==> src/rtl/com_clk_gate_ctl.sv <==
// rtl/com_clk_gate_ctl.sv - multi-channel idle-hysteresis clock gate controller
//
// Produces NUM_CH gated copies of i_inclk. Each channel closes its clock after
// i_cfg_hyst+1 consecutive idle edges and reopens one edge after a wake request.
//
// Ports:
//   i_inclk     free-running clock; all control state updates on its rising edge
//   i_reset     synchronous active-high reset
//   i_busy      per-channel activity request (inclk domain)
//   i_force_on  per-channel override holding the clock running
//   i_gate_dis  global gating disable; every channel runs
//   i_scan_en   test bypass; every o_outclk follows i_inclk
//   i_cfg_hyst  idle threshold, quasi-static
//   o_outclk    gated clocks
//   o_clk_en    registered per-channel enable, 1 = running
//   o_all_gated 1 when every o_clk_en bit is 0
module com_clk_gate_ctl #(
    parameter int NUM_CH = 4,
    parameter int HYST_W = 4
) (
    input  logic              i_inclk,
    input  logic              i_reset,
    input  logic [NUM_CH-1:0] i_busy,
    input  logic [NUM_CH-1:0] i_force_on,
    input  logic              i_gate_dis,
    input  logic              i_scan_en,
    input  logic [HYST_W-1:0] i_cfg_hyst,
    output logic [NUM_CH-1:0] o_outclk,
    output logic [NUM_CH-1:0] o_clk_en,
    output logic              o_all_gated
);

    typedef enum logic [1:0] {
        ST_RUN   = 2'd0,
        ST_COUNT = 2'd1,
        ST_OFF   = 2'd2
    } state_t;

    localparam logic [HYST_W-1:0] CNT_ONE = {{(HYST_W-1){1'b0}}, 1'b1};

    state_t            r_state     [NUM_CH];
    state_t            w_state_nxt [NUM_CH];
    logic [HYST_W-1:0] r_cnt       [NUM_CH];
    logic [HYST_W-1:0] w_cnt_nxt   [NUM_CH];
    logic [NUM_CH-1:0] r_clk_en;
    logic [NUM_CH-1:0] w_wake;

    assign w_wake = i_busy | i_force_on | {NUM_CH{i_gate_dis}};

    always_comb begin
        for (int i = 0; i < NUM_CH; i++) begin
            w_state_nxt[i] = r_state[i];
            w_cnt_nxt[i]   = r_cnt[i];
            case (r_state[i])
                ST_RUN: begin
                    if (w_wake[i]) begin
                        w_state_nxt[i] = ST_RUN;
                        w_cnt_nxt[i]   = '0;
                    end else if (i_cfg_hyst == '0) begin
                        w_state_nxt[i] = ST_OFF;
                        w_cnt_nxt[i]   = '0;
                    end else begin
                        w_state_nxt[i] = ST_COUNT;
                        w_cnt_nxt[i]   = CNT_ONE;
                    end
                end
                ST_COUNT: begin
                    // Wake beats the threshold match. The >= catches a threshold
                    // lowered below the running count, and keeps cnt from wrapping.
                    if (w_wake[i]) begin
                        w_state_nxt[i] = ST_RUN;
                        w_cnt_nxt[i]   = '0;
                    end else if (r_cnt[i] >= i_cfg_hyst) begin
                        w_state_nxt[i] = ST_OFF;
                        w_cnt_nxt[i]   = '0;
                    end else begin
                        w_cnt_nxt[i]   = r_cnt[i] + CNT_ONE;
                    end
                end
                ST_OFF: begin
                    if (w_wake[i]) begin
                        w_state_nxt[i] = ST_RUN;
                    end
                    w_cnt_nxt[i] = '0;
                end
                default: begin
                    w_state_nxt[i] = ST_RUN;
                    w_cnt_nxt[i]   = '0;
                end
            endcase
        end
    end

    always_ff @(posedge i_inclk) begin
        if (i_reset) begin
            for (int i = 0; i < NUM_CH; i++) begin
                r_state[i] <= ST_RUN;
                r_cnt[i]   <= '0;
            end
            r_clk_en <= '1;
        end else begin
            for (int i = 0; i < NUM_CH; i++) begin
                r_state[i]  <= w_state_nxt[i];
                r_cnt[i]    <= w_cnt_nxt[i];
                r_clk_en[i] <= (w_state_nxt[i] != ST_OFF);
            end
        end
    end

    assign o_clk_en    = r_clk_en;
    assign o_all_gated = ~|r_clk_en;

    // Enable is captured only while inclk is low, so it can never change during
    // a high phase and no partial pulse is produced. scan_en is ORed again after
    // the latch so the bypass does not wait for the next low phase.
    for (genvar g = 0; g < NUM_CH; g++) begin : g_ch
`ifdef GATE_LEVEL
        CKLNQD1 u_icg (
            .CP (i_inclk),
            .E  (r_clk_en[g]),
            .TE (i_scan_en),
            .Q  (o_outclk[g])
        );
`else
        logic r_en_lat;

        always_latch begin
            if (!i_inclk) begin
                r_en_lat <= r_clk_en[g] | i_scan_en;
            end
        end

        assign o_outclk[g] = i_inclk & (r_en_lat | i_scan_en);
`endif
    end

endmodule

==> config.mk <==
export PLATFORM = sky130hd
export DESIGN_NAME = com_clk_gate_ctl
export DESIGN_NICKNAME = d
export VERILOG_FILES = /design/src/rtl/com_clk_gate_ctl.sv
export SDC_FILE = /design/constraint.sdc
export NUM_CORES = 1
export LEC_CHECK = 0
export BUFFER_PORTS_ARGS = -buffer_cell sky130_fd_sc_hd__buf_2
export CELL_PAD_IN_SITES_DETAIL_PLACEMENT = 1
export CELL_PAD_IN_SITES_GLOBAL_PLACEMENT = 2
export CORE_MARGIN = 2
export CORE_UTILIZATION = 31
export CTS_CLUSTER_SIZE = 20
export DETAILED_ROUTE_END_ITERATION = 12
export GPL_ROUTABILITY_DRIVEN = 0
export PLACE_DENSITY = 0.8
export SLEW_MARGIN = 20
export SYNTH_ARGS = -nofsm -noshare
export SYNTH_HDL_FRONTEND = slang
export SYNTH_SLANG_ARGS = --single-unit
==> constraint.sdc <==
create_clock -name i_inclk -period 1.4 [get_ports i_inclk]
set_input_delay 0.28 -clock i_inclk [delete_from_list [all_inputs] [get_ports i_inclk]]
set_output_delay 0.28 -clock i_inclk [all_outputs]
set_load 0.02 [all_outputs]
==> impl_metrics.py, run 1 <==
metrics = {
    "outcome": {
        "status": "finished with violations",
        "violations": "negative setup slack",
    },
    "finish": {
        "final_nets": 258,
        "ff_latch_area_um2": 644,
        "multi_input_area_um2": 1150,
        "diodes": 0,
        "layout-drive-gt1-share": 0.619,
        "design_area_um2": 2460,
        "syn2layout_area_growth_pct": 60.3,
        "n_fill_cell": 525,
    },
    "floorplan": {
        "chipHeight_um": 74.3,
        "core_area_um2": 4750,
        "rows": 25,
        "die-area_um2": 5520,
        "io_pins": 25,
        "dieWidth_um": 74.3,
        "start_util": 0.322,
    },
    "worst_setup_path": {
        "critPathBufInv": 1,
        "cpPeakStageDelay_ns": 0.41,
        "path_cells": "o21a_2 -> buf_6",
        "setup.worst_path.class": "latch to output pin",
        "critPathMaxFanout": 1,
        "cp.required_ns": 1.12,
        "arrival_ns": 1.76,
        "critPathLaunchType": "latch",
        "crit_slowest_cell": "dlxtn_2",
        "endpoint_kind": "output pin",
        "critical_path.top_delay_family": "latches",
    },
    "synth": {
        "synth_cells": 159,
        "synth_cell_type_count": 34,
        "synth_common_cells": "dfxtp_1 (28), ha_1 (20), inv_1 (15)",
        "synthesis.nets": 195,
        "async_flop_share": 0,
        "ys.flop_type": "dfxtp_1",
        "ys_ff_latch": 32,
        "synth_warnings": 0,
        "synth.top_cell.area_share": 0.366,
        "synth_edf_count": 0,
        "synth_top_area_cell": "dfxtp_1",
        "yosysMostFrequentCell": "dfxtp_1",
        "synth_area_leaders": "dfxtp_1 (37%), ha_1 (16%), dlxtn_1 (3.9%), inv_1 (3.7%), or2_2 (3.3%)",
        "avgSynthCellArea_um2": 9.64,
        "syn_area_um2": 1530,
    },
    "detailed_routing": {
        "viasPerCell": 4.91,
        "ant_nets": 0,
        "wl_um": 5100,
        "drtIter0Drc": 41,
        "vias": 1423,
        "drt_first_pass_iters": 4,
        "drt-wirelength-per-cell_um": 17.6,
        "drc_errors": 0,
    },
    "clock_tree": {
        "cts_tree": "done",
        "cts.clk_slew.worst_paths_ns": 0.06,
        "clk_latency_ns": 0.39,
    },
    "global_routing": {
        "grt_pass1_vias": 1702,
        "antenna_found_initial": 0,
        "met1_usage": 0.188,
        "grt_busiest_layer": "met2",
        "met3_usage": 0.0786,
        "grt_pass1_wl_um": 7730,
        "use_met2": 0.339,
        "grt_max_degree": 11,
        "track_usage": 0.193,
        "overflow": 0,
    },
    "run": {
        "maxCapViolations": 0,
    },
    "place": {
        "portBuffers": 24,
        "preCtsSetupSlack_ns": -0.286,
        "placed_cell_area_um2": 1910,
        "post-dp-hpwl_um": 3320,
    },
    "timing": {
        "hold_violations": 0,
        "relSlewSlack": 0.758,
        "worst_pin_slew_ns": 0.363,
        "rsz0062_at_grt": "true",
        "slew_violations": 0,
        "layout_setup_ws_ns": -0.642,
        "setup_viol": 16,
        "fin_skew_ns": 0.00641,
    },
    "pwr": {
        "pwr_density_cell_nw_per_um2": 1180,
        "cellLeakagePower_nw": 1.00,
        "vdd_drop_max_mv": 0.509,
    },
    "hold_path": {
        "hold_path.class": "input pin to flop",
    },
}
power breakdown:
group | switching [mW] | internal (mW) | leakage, nW
clock | 0.717 | 1.08 | 0.116
combinational | 0.109 | 0.105 | 0.623
sequential | 0.00764 | 0.882 | 0.264
total | 0.834 | 2.07 | 1.00
worst paths after layout:
check / startpoint / end / slack (ns) / cells past startpoint
max: g_ch[2].r_en_lat / o_outclk[2] / -0.64 / 2
min: i_busy[2] / o_clk_en[2] / 0.12 / 3
max reg2reg: r_cnt[0][3] / o_clk_en[0] / -0.10 / 6
min reg2reg: r_cnt[2][3] / r_cnt[2][3] / 0.56 / 2
state kept, by name, summed over array words and instances, names as in the netlist:
signal / cells
g_ch.r_en_lat: 4
r_cnt: 16
r_state: 8
o_clk_en: 4
cells in the final DEF (no fill, tap or decap), drive strengths merged, types with 4 or more instances in the layout:
cell,count
o21ai,5
nand3,5
dlxtn,4
nor2,9
o21a,4
clkbuf,9
nor2b,4
xor2,4
xnor2,4
dfxtp,28
a21oi,4
ha,20
o211ai,4
or2,10
nand2b,6
buf,52
nor3,4
nor4,6
nand2,6
inv,15
area by class of cell:
| cell class | instances | area share |
|---|---|---|
| timing repair buffer | 48 | 0.127 |
| inverter | 15 | 0.0229 |
| multi-input combinational | 112 | 0.469 |
| clock buffer | 13 | 0.0687 |
| tap | 67 | 0.0341 |
| sequential | 32 | 0.262 |
| clock inverter | 3 | 0.0153 |
metal layers:
| metal | vias to the layer above | part of all wire |
|---|---|---|
| li1 | 679 | - |
| met1 | 700 | 0.39 |
| met2 | 29 | 0.55 |
| met3 | 15 | 0.040 |
| met4 | 0 | 0.019 |
| met5 | - | 0 |
worst register-to-register path, delay by kind of cell, from the launching register on:
kind,cells,cell delay (ns)
AOI/OAI and AO/OA,2,0.40
DFF,1,0.34
adders and majority gates,1,0.27
buffers and inverters,2,0.21
and+or+nand+nor,1,0.19
cells by family (layout without fill, tap and decap cells):
family          Yosys count  count (layout)  synth area share
buf+inv                  15              79            0.0367
xor+xnor                  8               8            0.0457
fa+ha+maj                20              20             0.163
latches                   4               4            0.0392
flops                    28              28             0.366
compound gates           24              24             0.107
simple gates             60              60             0.242
through the flow:
step	util	setup TNS (ns)	cells	total power [mW]	hold WS, ns
6_report	0.517	-3.14	290	2.90	0.121
3_3_place_gp	0.401	-4.29	270	1.43	0.505
2_1_floorplan	-	-0.466	159	1.26	0.376
4_1_cts	0.487	-2.87	286	2.90	0.108
3_5_place_dp	0.401	-6.55	270	1.44	0.516
5_1_grt	0.517	-4.04	290	3.02	0.117
timing repair:
action / CTS / global route
resized for setup: 47 / 28
hold buffers: 0 / 0
setup endpoints to repair: 29 / 29
setup buffers: 4 / 4
pin swaps: 26 / 21
Power figures use the tool's default switching activity.
==> inputs of run 2 (changes only) <==
- CORE_UTILIZATION: 31 -> 30
- PLACE_DENSITY: 0.8 -> not set
- PLACE_DENSITY_LB_ADDON: not set -> 0.1
==> impl_metrics.py, run 2 (synthesis gave the netlist of run 1 again) <==
metrics = {
    "finish": {
        "layout_commonest_cell": "buf_4",
        "design_area_um2": 2440,
        "diodes": 0,
        "final_nets": 259,
        "largest_reg_flops": 16,
        "n_fill_cell": 585,
        "fin_util": 0.487,
        "syn2layout_area_growth_pct": 59.0,
        "reg_top3": "r_cnt: 16 flops, r_state: 8 flops",
        "final_cell_mix": "buf_4 (29), buf_2 (19), dfxtp_1 (13), dfxtp_2 (13), ha_4 (12)",
        "top_register": "r_cnt",
        "layout-drive-gt1-share": 0.594,
        "layout.cells.non_filler": 294,
    },
    "pwr": {
        "swShare": 0.296,
        "pwr-share-comb": 0.075,
        "p_int_mw": 1.88,
        "vdd_drop_max_mv": 0.798,
        "pwr_density_cell_nw_per_um2": 1090,
        "p_clk_frac": 0.593,
        "switchingPower_mw": 0.789,
        "cellLeakagePower_nw": 0.994,
        "total_power_mw": 2.67,
        "power_frac_seq": 0.332,
    },
    "outcome": {
        "violations": "negative setup slack",
        "status": "finished with violations",
    },
    "worst_setup_path": {
        "cpPeakStageDelay_ns": 0.41,
        "worstReg2RegStart": "r_cnt[2][1]",
        "path_cells": "o21a_2 -> buf_6",
        "critPathLaunchType": "latch",
        "cp.required_ns": 1.12,
        "setup.worst_path.class": "latch to output pin",
        "endpoint_kind": "output pin",
        "crit_slowest_cell": "dlxtn_2",
        "crit_start": "g_ch[3].r_en_lat",
        "arrival_ns": 1.74,
        "critPathMaxFanout": 1,
    },
    "floorplan": {
        "die-area_um2": 5700,
        "rows": 26,
        "io_pins": 25,
        "core_area_um2": 5010,
        "chipHeight_um": 75.5,
        "dieWidth_um": 75.5,
        "start_util": 0.306,
    },
    "detailed_routing": {
        "viasPerCell": 4.66,
        "ant_nets": 0,
        "wl_um": 4190,
        "drt-wirelength-per-cell_um": 14.3,
        "drtIter0Drc": 26,
        "drc_errors": 0,
        "vias": 1369,
        "drt_first_pass_iters": 4,
    },
    "global_routing": {
        "grt_max_degree": 11,
        "overflow": 0,
        "antenna_found_initial": 0,
        "grt_pass1_vias": 1430,
        "grt_pass1_wl_um": 6420,
        "track_usage": 0.157,
    },
    "place": {
        "post-dp-hpwl_um": 2980,
        "placed_cell_area_um2": 1920,
        "portBuffers": 24,
        "preCtsSetupSlack_ns": -0.268,
        "dpl.cell_count": 274,
    },
    "timing": {
        "layout_setup_ws_ns": -0.617,
        "worst_pin_slew_ns": 0.403,
        "rsz0062_at_grt": "true",
        "slew_violations": 0,
        "relSlewSlack": 0.729,
        "hold_violations": 0,
        "setup_viol": 6,
        "fin_skew_ns": 0.00602,
    },
    "run": {
        "maxCapViolations": 0,
    },
    "clock_tree": {
        "cts_tree": "done",
        "clk_latency_ns": 0.39,
        "cts.clk_slew.worst_paths_ns": 0.07,
    },
    "hold_path": {
        "hold_path.class": "input pin to flop",
        "min_from": "i_busy[2]",
    },
}
[run 2: changes by cell type in the layout (fill, tap and decap cells not counted), sizes merged]
cell / delta
buf: +1
clkinv: +1
bufinv: -1
[run 2: path summary, 6_finish.rpt]
check,slack [ns],to,depth (start not counted)
setup reg to reg,-0.03,r_cnt[2][1],5
hold reg to reg,0.54,r_state[0][0],2
setup / recovery,-0.62,o_outclk[3],2
hold / removal,0.17,o_clk_en[2],3
[run 2: area by class of cell]
type                            count  area (µm²)  area share
Clock buffer                       13         169      0.0693
Timing Repair Buffer               49         324       0.133
Inverter                           15        56.3      0.0231
Clock inverter                      3        13.8     0.00565
Sequential cell                    32         649       0.266
Tap cell                           70        87.6      0.0359
Multi-Input combinational cell    112        1140       0.467
[run 2: stage by stage]
stage | TNS, ns | hold slack [ns]
finish | -2.61 | 0.171
global route | -3.66 | 0.170
CTS | -2.66 | 0.160
floorplan | -0.466 | 0.376
detailed placement | -6.22 | 0.514
global placement | -4.94 | 0.516
[run 2: power groups by stage]
stage | logic, mW | clock network [mW] | registers, mW
after CTS | 0.180 | 1.62 | 0.888
after detailed placement | 0.149 | 0.375 | 0.909
after global placement | 0.142 | 0.375 | 0.908
final | 0.199 | 1.58 | 0.885
after global routing | 0.221 | 1.72 | 0.885
after floorplan | 0.0644 | 0.288 | 0.909
[run 2: worst max-delay path: cells and delay by family (launching register included)]
kind	cells	cell delay, ns
latches	1	0.41
compound gates	1	0.12
buf+inv	1	0.11
[run 2: timing repair]
action / CTS / global route
pin swaps: 25 / 24
setup buffers: 5 / 3
endpoints found under the setup margin: 28 / 30
hold buffers: 0 / 0
gates resized for setup: 36 / 34
[run 2: layer usage]
metal | vias up | global-route usage | part of all wire
met3 | 7 | 0.0556 | 0.023
met4 | 0 | 0.0936 | 0.017
li1 | 679 | - | -
met2 | 21 | 0.260 | 0.54
met5 | - | 0 | 0
met1 | 662 | 0.174 | 0.42
